File: config.mk
export PLATFORM = sky130hd
export DESIGN_NAME = cpu_sequencer_flat
export DESIGN_NICKNAME = d
export VERILOG_FILES = /design/src/rtl/cpu_sequencer_if.sv /design/src/rtl/cpu_sequencer.sv /design/src/flat_wrapper.sv
export SDC_FILE = /design/constraint.sdc
export NUM_CORES = 1
export LEC_CHECK = 0
export CORE_AREA = 2 2 144 111
export DETAILED_ROUTE_END_ITERATION = 6
export DIE_AREA = 0 0 146 113
export GPL_TIMING_DRIVEN = 1
export HOLD_SLACK_MARGIN = 0.03
export PLACE_DENSITY = 0.45
export SLEW_MARGIN = 20
export SYNTH_ARGS = -nofsm -noshare
export SYNTH_HDL_FRONTEND = slang
export SYNTH_SLANG_ARGS = --single-unit
File: constraint.sdc
create_clock -name clk -period 2.21 [get_ports clk]
set_input_delay 0.3315 -clock clk [delete_from_list [all_inputs] [get_ports clk]]
set_output_delay 0.3315 -clock clk [all_outputs]
set_load 0.05 [all_outputs]
File: src/rtl/cpu_sequencer_if.sv
// Sequencer-facing bundle: run enable, imem/dmem handshakes, decoder class flags,
// register-file/PC strobes and status/counters. Sequencer side is the master.
interface cpu_sequencer_if #(
    parameter int unsigned CNT_W = 32
);
    logic             run;
    logic             imem_req;
    logic             imem_ready;
    logic             ir_en;
    logic             dec_load;
    logic             dec_store;
    logic             dec_halt;
    logic             dec_illegal;
    logic             dmem_req;
    logic             dmem_we;
    logic             dmem_ready;
    logic             rf_we;
    logic             pc_en;
    logic             halted;
    logic             fault;
    logic [1:0]       fault_code;
    logic [CNT_W-1:0] cycles;
    logic [CNT_W-1:0] instret;

    modport master (
        input  run, imem_ready, dec_load, dec_store, dec_halt, dec_illegal, dmem_ready,
        output imem_req, ir_en, dmem_req, dmem_we, rf_we, pc_en,
               halted, fault, fault_code, cycles, instret
    );

    modport slave (
        output run, imem_ready, dec_load, dec_store, dec_halt, dec_illegal, dmem_ready,
        input  imem_req, ir_en, dmem_req, dmem_we, rf_we, pc_en,
               halted, fault, fault_code, cycles, instret
    );
endinterface

File: src/rtl/cpu_sequencer.sv
// Multi-cycle CPU control sequencer: fetch, decode-driven memory access, write-back
// and PC update, with bus timeouts, sticky halt/fault status and perf counters.
module cpu_sequencer #(
    parameter int unsigned TIMEOUT = 16,
    parameter int unsigned CNT_W   = 32
) (
    input  logic              clk,
    input  logic              rst,
    cpu_sequencer_if.master   bus
);

    localparam int unsigned       WAIT_W    = (TIMEOUT > 1) ? $clog2(TIMEOUT) : 1;
    localparam logic [WAIT_W-1:0] WAIT_LAST = (TIMEOUT > 0) ? WAIT_W'(TIMEOUT - 1) : '0;

    typedef enum logic [2:0] {
        S_IDLE,
        S_FETCH,
        S_EXEC,
        S_MEM,
        S_WB,
        S_HALT,
        S_FAULT
    } state_t;

    state_t            r_state;
    logic [WAIT_W-1:0] r_wait_cnt;
    logic [1:0]        r_fault_code;
    logic [CNT_W-1:0]  r_cycles;
    logic [CNT_W-1:0]  r_instret;

    logic w_wait_expired;
    logic w_exec_fault;
    logic w_retire;
    logic w_halt_retire;
    logic w_active;

    // With TIMEOUT=0 the wait counter still runs but can never expire.
    assign w_wait_expired = (TIMEOUT != 0) && (r_wait_cnt == WAIT_LAST);
    assign w_exec_fault   = bus.dec_illegal | (bus.dec_load & bus.dec_store);
    assign w_retire       = (r_state == S_WB) |
                            ((r_state == S_MEM) & bus.dmem_ready & bus.dec_store);
    assign w_halt_retire  = (r_state == S_EXEC) & ~w_exec_fault & bus.dec_halt;
    assign w_active       = (r_state == S_FETCH) | (r_state == S_EXEC) |
                            (r_state == S_MEM)   | (r_state == S_WB);

    always_ff @(posedge clk) begin
        if (rst) begin
            r_state      <= S_IDLE;
            r_wait_cnt   <= '0;
            r_fault_code <= '0;
            r_cycles     <= '0;
            r_instret    <= '0;
        end else begin
            if (w_active)
                r_cycles <= r_cycles + CNT_W'(1);
            if (w_retire || w_halt_retire)
                r_instret <= r_instret + CNT_W'(1);

            unique case (r_state)
                S_IDLE: begin
                    if (bus.run) begin
                        r_state    <= S_FETCH;
                        r_wait_cnt <= '0;
                    end
                end
                S_FETCH: begin
                    // ready in the last allowed cycle takes precedence over the timeout
                    if (bus.imem_ready) begin
                        r_state <= S_EXEC;
                    end else if (w_wait_expired) begin
                        r_state      <= S_FAULT;
                        r_fault_code <= 2'b10;
                    end else begin
                        r_wait_cnt <= r_wait_cnt + WAIT_W'(1);
                    end
                end
                S_EXEC: begin
                    if (w_exec_fault) begin
                        r_state      <= S_FAULT;
                        r_fault_code <= 2'b01;
                    end else if (bus.dec_halt) begin
                        r_state <= S_HALT;
                    end else if (bus.dec_load || bus.dec_store) begin
                        r_state    <= S_MEM;
                        r_wait_cnt <= '0;
                    end else begin
                        r_state <= S_WB;
                    end
                end
                S_MEM: begin
                    if (bus.dmem_ready) begin
                        if (bus.dec_store) begin
                            r_state    <= bus.run ? S_FETCH : S_IDLE;
                            r_wait_cnt <= '0;
                        end else begin
                            r_state <= S_WB;
                        end
                    end else if (w_wait_expired) begin
                        r_state      <= S_FAULT;
                        r_fault_code <= 2'b11;
                    end else begin
                        r_wait_cnt <= r_wait_cnt + WAIT_W'(1);
                    end
                end
                S_WB: begin
                    r_state    <= bus.run ? S_FETCH : S_IDLE;
                    r_wait_cnt <= '0;
                end
                S_HALT:  r_state <= S_HALT;
                S_FAULT: r_state <= S_FAULT;
                default: r_state <= S_IDLE;
            endcase
        end
    end

    assign bus.imem_req   = (r_state == S_FETCH);
    assign bus.ir_en      = (r_state == S_FETCH) & bus.imem_ready;
    assign bus.dmem_req   = (r_state == S_MEM);
    assign bus.dmem_we    = (r_state == S_MEM) & bus.dec_store;
    assign bus.rf_we      = (r_state == S_WB);
    assign bus.pc_en      = w_retire;
    assign bus.halted     = (r_state == S_HALT);
    assign bus.fault      = (r_state == S_FAULT);
    assign bus.fault_code = r_fault_code;
    assign bus.cycles     = r_cycles;
    assign bus.instret    = r_instret;

endmodule

File: src/flat_wrapper.sv
// flat-port wrapper written by rule: the top's interface ports become plain ports
module cpu_sequencer_flat 
#(
    parameter int unsigned TIMEOUT = 16,
    parameter int unsigned CNT_W   = 32
)
  (clk, rst, bus_run, bus_imem_ready, bus_dec_load, bus_dec_store, bus_dec_halt, bus_dec_illegal, bus_dmem_ready, bus_imem_req, bus_ir_en, bus_dmem_req, bus_dmem_we, bus_rf_we, bus_pc_en, bus_halted, bus_fault, bus_fault_code, bus_cycles, bus_instret);
  cpu_sequencer_if #(.CNT_W(CNT_W)) bus_i ();
  input  logic clk;
  input  logic rst;
  input wire logic [$bits(bus_i.run)-1:0] bus_run;
  input wire logic [$bits(bus_i.imem_ready)-1:0] bus_imem_ready;
  input wire logic [$bits(bus_i.dec_load)-1:0] bus_dec_load;
  input wire logic [$bits(bus_i.dec_store)-1:0] bus_dec_store;
  input wire logic [$bits(bus_i.dec_halt)-1:0] bus_dec_halt;
  input wire logic [$bits(bus_i.dec_illegal)-1:0] bus_dec_illegal;
  input wire logic [$bits(bus_i.dmem_ready)-1:0] bus_dmem_ready;
  output wire logic [$bits(bus_i.imem_req)-1:0] bus_imem_req;
  output wire logic [$bits(bus_i.ir_en)-1:0] bus_ir_en;
  output wire logic [$bits(bus_i.dmem_req)-1:0] bus_dmem_req;
  output wire logic [$bits(bus_i.dmem_we)-1:0] bus_dmem_we;
  output wire logic [$bits(bus_i.rf_we)-1:0] bus_rf_we;
  output wire logic [$bits(bus_i.pc_en)-1:0] bus_pc_en;
  output wire logic [$bits(bus_i.halted)-1:0] bus_halted;
  output wire logic [$bits(bus_i.fault)-1:0] bus_fault;
  output wire logic [$bits(bus_i.fault_code)-1:0] bus_fault_code;
  output wire logic [$bits(bus_i.cycles)-1:0] bus_cycles;
  output wire logic [$bits(bus_i.instret)-1:0] bus_instret;
  assign bus_i.run = bus_run;
  assign bus_i.imem_ready = bus_imem_ready;
  assign bus_i.dec_load = bus_dec_load;
  assign bus_i.dec_store = bus_dec_store;
  assign bus_i.dec_halt = bus_dec_halt;
  assign bus_i.dec_illegal = bus_dec_illegal;
  assign bus_i.dmem_ready = bus_dmem_ready;
  assign bus_imem_req = bus_i.imem_req;
  assign bus_ir_en = bus_i.ir_en;
  assign bus_dmem_req = bus_i.dmem_req;
  assign bus_dmem_we = bus_i.dmem_we;
  assign bus_rf_we = bus_i.rf_we;
  assign bus_pc_en = bus_i.pc_en;
  assign bus_halted = bus_i.halted;
  assign bus_fault = bus_i.fault;
  assign bus_fault_code = bus_i.fault_code;
  assign bus_cycles = bus_i.cycles;
  assign bus_instret = bus_i.instret;
  cpu_sequencer #(.TIMEOUT(TIMEOUT), .CNT_W(CNT_W)) u_core (.clk(clk), .rst(rst), .bus(bus_i));
endmodule
==> results.md <==
- Most frequent CP cell: buf_4
- Crit Path Class: in -> out
- Delay-heaviest family, CP: buffers and inverters
- First-pass GRT wire length: between 15000 and 20000 µm
- Crit. End Element: primary output
- Crit path largest cell delay: 0.50 ns
- Post-Syn Nets: 453
- Post-route ant nets: 0
- Grt total ovfl: 0
- Layout cells sized above 1: 17.3%
- Maximum root-to-sink buffer count: 2
- Req. time, crit path: around 1.9 ns
- Layout Skew: roughly 0.0092 ns
- MaxCap Viol Count: 0
- Crit share post-route: 95.5%
- Hold Slack: a little under 0.3 ns
- Initial antenna violation count: 0
- Largest net degree at the start of global routing: 30
- Full die area: around 16000 µm²
- Synth warn: 0
- Num rows: 39
- Sequential share of the synthesized area: about two fifths
- Relative slew slack: between 40 and 50%
- Setup WS pre-CTS: -0.247 ns
- CP max-delay cell: clkdlybuf4s50_1
- Number of synthesized register bits: 73
- Num CTS Buffers: 9
- Worst path cell trace: clkdlybuf4s50_1 > and4b_2 > a21oi_1 > buf_4 > inv_1 > buf_4
- Vias per Instance: 4.60
- Hold Vio Cnt, Final: 0
- CP Max Fanout: 11
- CTS root buf: clkbuf_16
- Fill cells: about 1600
- H-tree depth: 3
- Vias: approximately 3500
- Clk slew on worst S/H paths: around 0.06 ns
- Avg Cell Area, Syn: 8.36 µm²
- Num ports: 83
- GP Congestion: roughly 0.77
- Postcts setup bufs: 0
- Drt drc: 0
- DR pass1 iterations: 4
- Top_reg_cell synth: dfxtp_1
- CP Buf/Inv Count: 4
- Setup_tns: 0 ns
- Pins Over Slew Limit: 0
- EDFF count, synth: 0
- Die Y: ~110 µm
- Clock sink count: 73
- Post-CTS resize count: 0
- Synth cell types: between 50 and 60
- Final Util: 35.8%
- I/O Buffers: 82
- Endpoints failing setup: 0
- Hold Crit Class: in -> reg
- Post-DP HPWL: roughly 7700 µm
- Status: completed
- Routed WL: 10400 µm
- Initial Util: approximately a quarter
- Global Route Usage Sum: 12.9%
- Post-synthesis cell area: 3690 µm²
- Core area: roughly 15000 µm²
- Arrival @ worst endpoint: around 1.8 ns
- Ys async rst share: 0%
- Fmax: 474 MHz
- Leakage: roughly 1.9 nW
- Tightest Pin Transition: about 0.75 ns
- Vias in the first global route: approximately 3400
- Worst vdd ir: ~0.00039 V
- Die Width: 146 µm
- CTS Hold Bufs: 0
- Final nets: ~570
- Diode count: 0
- Final min period: around 2.1 ns
- Area grow syn2layout: 45.9%
- Final WS setup: between 0.09 and 0.1 ns
- Initial DRC count: roughly 180
- Syn Inst Count: between 400 and 500
- Worst-Skew Late Latency: 0.34 ns
- Power density over the cells: 558 nW/µm²
- CP Launch Type: input pin
- CTS tree: built
- WL per Instance: 13.5 µm
-- final cells by class --
| cell class | count | area [µm²] | area share (%) |
|---|---|---|---|
| Clock inverter | 6 | 66.3 | 1.23 |
| Multi-Input combinational cell | 335 | 2100 | 39.0 |
| Tap cell | 205 | 256 | 4.77 |
| Inverter | 14 | 66.3 | 1.23 |
| Sequential cell | 73 | 1480 | 27.5 |
| Timing Repair Buffer | 122 | 1170 | 21.8 |
| Clock buffer | 10 | 239 | 4.44 |
-- report_power, final --
part / total (mW) / switching [mW] / internal [mW] / leakage [nW]
sequential: 1.33 / 0.00720 / 1.32 / 0.596
combinational: 0.175 / 0.101 / 0.0739 / 1.12
clock: 1.50 / 0.592 / 0.906 / 0.141
total: 3.00 / 0.700 / 2.30 / 1.86
-- layer usage --
layer	global-route usage [%]	wire (µm)	vias to the layer above
met1	18.1	5400	1620
met2	19.0	4330	70
met3	4.03	497	10
met5	0	0	-
met4	4.08	127	0
li1	-	-	1820
-- sequential cells by signal, indices dropped and copies added (netlist names) --
| signal | flops |
|---|---|
| u_core.bus.cycles | 32 |
| u_core.bus.fault_code | 2 |
| u_core.bus.instret | 32 |
| u_core.r_state | 3 |
| u_core.r_wait_cnt | 4 |
-- worst paths after layout --
| check | slack, ns | to | cells after the start | from |
|---|---|---|---|---|
| setup / recovery | 0.1 | bus_pc_en | 6 | bus_dec_store |
| hold / removal | 0.29 | u_core.bus.instret[27]$_SDFFE_PP0P_ | 2 | rst |
| setup reg to reg | 0.17 | u_core.bus.instret[28]$_SDFFE_PP0P_ | 7 | u_core.r_state[0]$_SDFFE_PP0N_ |
| hold reg to reg | 0.48 | u_core.bus.cycles[31]$_SDFFE_PP0P_ | 2 | u_core.bus.cycles[31]$_SDFFE_PP0P_ |
-- worst reg2reg max path: stages (launching register included) --
cell      delay, ns
dfxtp_1        0.35
buf_4          0.16
nor3b_4        0.20
a21oi_1        0.07
buf_4          0.18
a2111o_1       0.49
or3_1          0.38
a21oi_1        0.15
-- cell usage in the layout, fill, tap and decap left out, drive strengths merged, types with 9 or more instances in the layout --
cell type and n:
nand3 25, or3 14, nand2b 9, nand4 16, buf 49, xnor2 25
clkbuf 10, and3 10, nand2 32, dfxtp 73, inv 14, a21oi 31
xor2 19, nor2 56, o21ai 20, clkdlybuf4s50 73, a211oi 13
-- synth_stat cells, drive strengths merged, types with 5 or more instances --
cell	number	area, µm²
a2111oi	5	43.8
nor2b	6	37.5
and3	10	62.6
dfxtp	73	1460
xor2	19	166
and4	7	62.6
xnor2	25	219
or3	14	87.6
a211oi	13	97.6
nand4	16	128
nor2	56	210
nand2	32	120
a21oi	31	155
nand3	25	125
o21ai	20	100
and2	5	31.3
inv	13	48.8
clkbuf	15	56.3
nand2b	9	56.3
-- stage by stage --
step	power, mW	cell area [µm²]	cells
2_1_floorplan	1.45	3720	441
3_3_place_gp	1.53	5070	749
3_5_place_dp	1.53	5070	749
4_1_cts	3.07	5370	765
5_1_grt	3.14	5380	765
6_report	3.00	5380	765
-- cell families (layout without fill, tap and decap cells) --
| logic type | after synthesis | count (layout) | synth area share (%) |
|---|---|---|---|
| XOR/XNOR | 44 | 44 | 10.4 |
| buffers and inverters | 33 | 152 | 4.04 |
| AO/OA/AOI/OAI | 90 | 90 | 15.8 |
| flip-flops | 73 | 73 | 39.6 |
| multiplexers | 1 | 1 | 0.271 |
| AND/OR/NAND/NOR | 197 | 197 | 28.8 |
| adder cells (fa/ha/maj) | 3 | 3 | 1.02 |
No activity file was read; power rests on OpenSTA's default activity.
==> RTL change, RTL diff (same flow settings) <==
Put a register stage on the output `bus.fault`, without a reset. The value now appears one clock later.
--- a/src/rtl/cpu_sequencer.sv
+++ b/src/rtl/cpu_sequencer.sv
@@ -120,7 +120,9 @@
     assign bus.rf_we      = (r_state == S_WB);
     assign bus.pc_en      = w_retire;
     assign bus.halted     = (r_state == S_HALT);
-    assign bus.fault      = (r_state == S_FAULT);
+    always_ff @(posedge clk) begin
+        bus.fault <= (r_state == S_FAULT);
+    end
     assign bus.fault_code = r_fault_code;
     assign bus.cycles     = r_cycles;
     assign bus.instret    = r_instret;
Formal check against the unedited RTL: not equivalent (Yosys sat finds a counterexample within 4 cycles, from zero or initial values and one cycle with rst high).
==> RTL change against the unedited design <==
Cell count grew 2.0%; power grew 3.8%; worst setup slack lost 0.012 ns; global-route usage grew 0.70 points; wire length grew 5.5%; sequential cell count grew 1; highest routed layer unchanged; final area grew 2.2%; synthesized area shrank 0.37%.
==> RTL change: results (changes against the unedited design) <==
- The flow ran to the end, and the final reports show no timing, DRC or antenna violations.
- Maximum number of pins on one net before global-route repair: 33 (+10%)
- The slew of the pin with the lowest slew margin came to 0.539 ns (-0.213 ns).
- Via count of the first global-routing pass: 3478 (+3.7%)
- Power Density: 567 nW/µm² (+1.6%)
* Area of the multi-input gates: 2110 µm² (+0.60%)
- Met3 Track Usage GR: 4.56% (+0.52 points)
- The fraction of cell area in non-clock buffers was 22.3% (+0.53 points).
- Initial DRC count: 143 (-18%)
* Metal1 wirelength: 5750 µm (+6.4%)
- Cell internal pwr: 0.00242 W (+5.0%)
- The number of cells after detailed placement was 762 (+1.7%).
- The number of non-clock inverters is 15 (+1).
- Average routed wire per standard cell: 14.0 µm (+3.5%)
- The filler cell count in the final layout was 1583 (-0.81%).
- Wire length of the first global-routing pass: 18200 µm (+6.1%)
- The number of non-clock buffers in the layout was 129 (+5.7%).
- Post-place instance area: 5150 µm² (+1.6%)
* Highest cell delay on the worst timing path: 0.43 ns (-0.07 ns)
- Met3 wire len: 478 µm (-3.8%)
* Commonest cells in the netlist: dfxtp_1, nor2_1, xnor2_1, nand2_1, a21oi_1
* Via count normalized by instance count: 4.71 (+2.3%)
- Leakage dissipation: 1.80 nW (-3.4%)
- The total vias in the final route was 3673 (+4.3%).
- The sequential cell count of the final layout is 74 (+1.4%).
- Sum of net half-perimeters after detailed placement: 7900 µm (+2.2%)
- Synthesized netlist net count: 464 (+2.4%)
- Net count reported at finish: 582 (+2.6%)
- The synthesized area divided by synthesized cell count came to 8.13 µm² (-2.8%).
- Sequential cell area in the final layout: 1530 µm² (+3.0%)
- Top cells by area, synth: dfxtp_1, xnor2_1, nor2_1, a21oi_1, nand2_1
* Layout clock buffers: 11 (+1)
- The global routing met2 resource utilization came to 19.3% (+0.35 points).
* Distinct cell type count of the synthesized netlist: 48 (-13%)
- Placer's final routability congestion estimate: 0.799 (+3.3%)
- Fraction of the yosys area taken by sequential cells: 40.3% (+0.69 points)
- Overall fraction of global-route tracks in use: 13.6% (+0.70 points)
* Worst slack, placed: -0.236 ns (+0.0110 ns)
* Grt met1 use: 19.5% (+1.5 points)
- The worst clock skew was 0.00893 ns (-0.000296 ns).
- Layout cell share with drive strength beyond 1: 17.9% (+0.59 points)
==> RTL change: cells by family (layout without fill, tap and decap cells) <==
kind of cell    after synthesis  after routing  share of synthesized area, %
simple gates                205            205                          28.9
xor+xnor                     43             43                          10.2
compound gates               87             87                          14.8
fa+ha+maj                     3              3                          1.02
mux                           3              3                         0.851
flops                        74             74                          40.3
buf+inv                      37            160                          3.81
==> RTL change: path summary, 6_finish.rpt <==
check / start / endpoint / slack (ns) / cells past startpoint
worst max-delay path: bus_dec_store / bus_pc_en / 0.09 / 7
worst min-delay path: rst / u_core.bus.instret[10]$_SDFFE_PP0P_ / 0.42 / 2
worst max register to register: u_core.bus.cycles[8]$_SDFFE_PP0P_ / u_core.bus.cycles[31]$_SDFFE_PP0P_ / 0.14 / 5
worst min register to register: u_core.bus.fault_code[1]$_SDFFE_PP0P_ / u_core.bus.fault_code[1]$_SDFFE_PP0P_ / 0.49 / 2
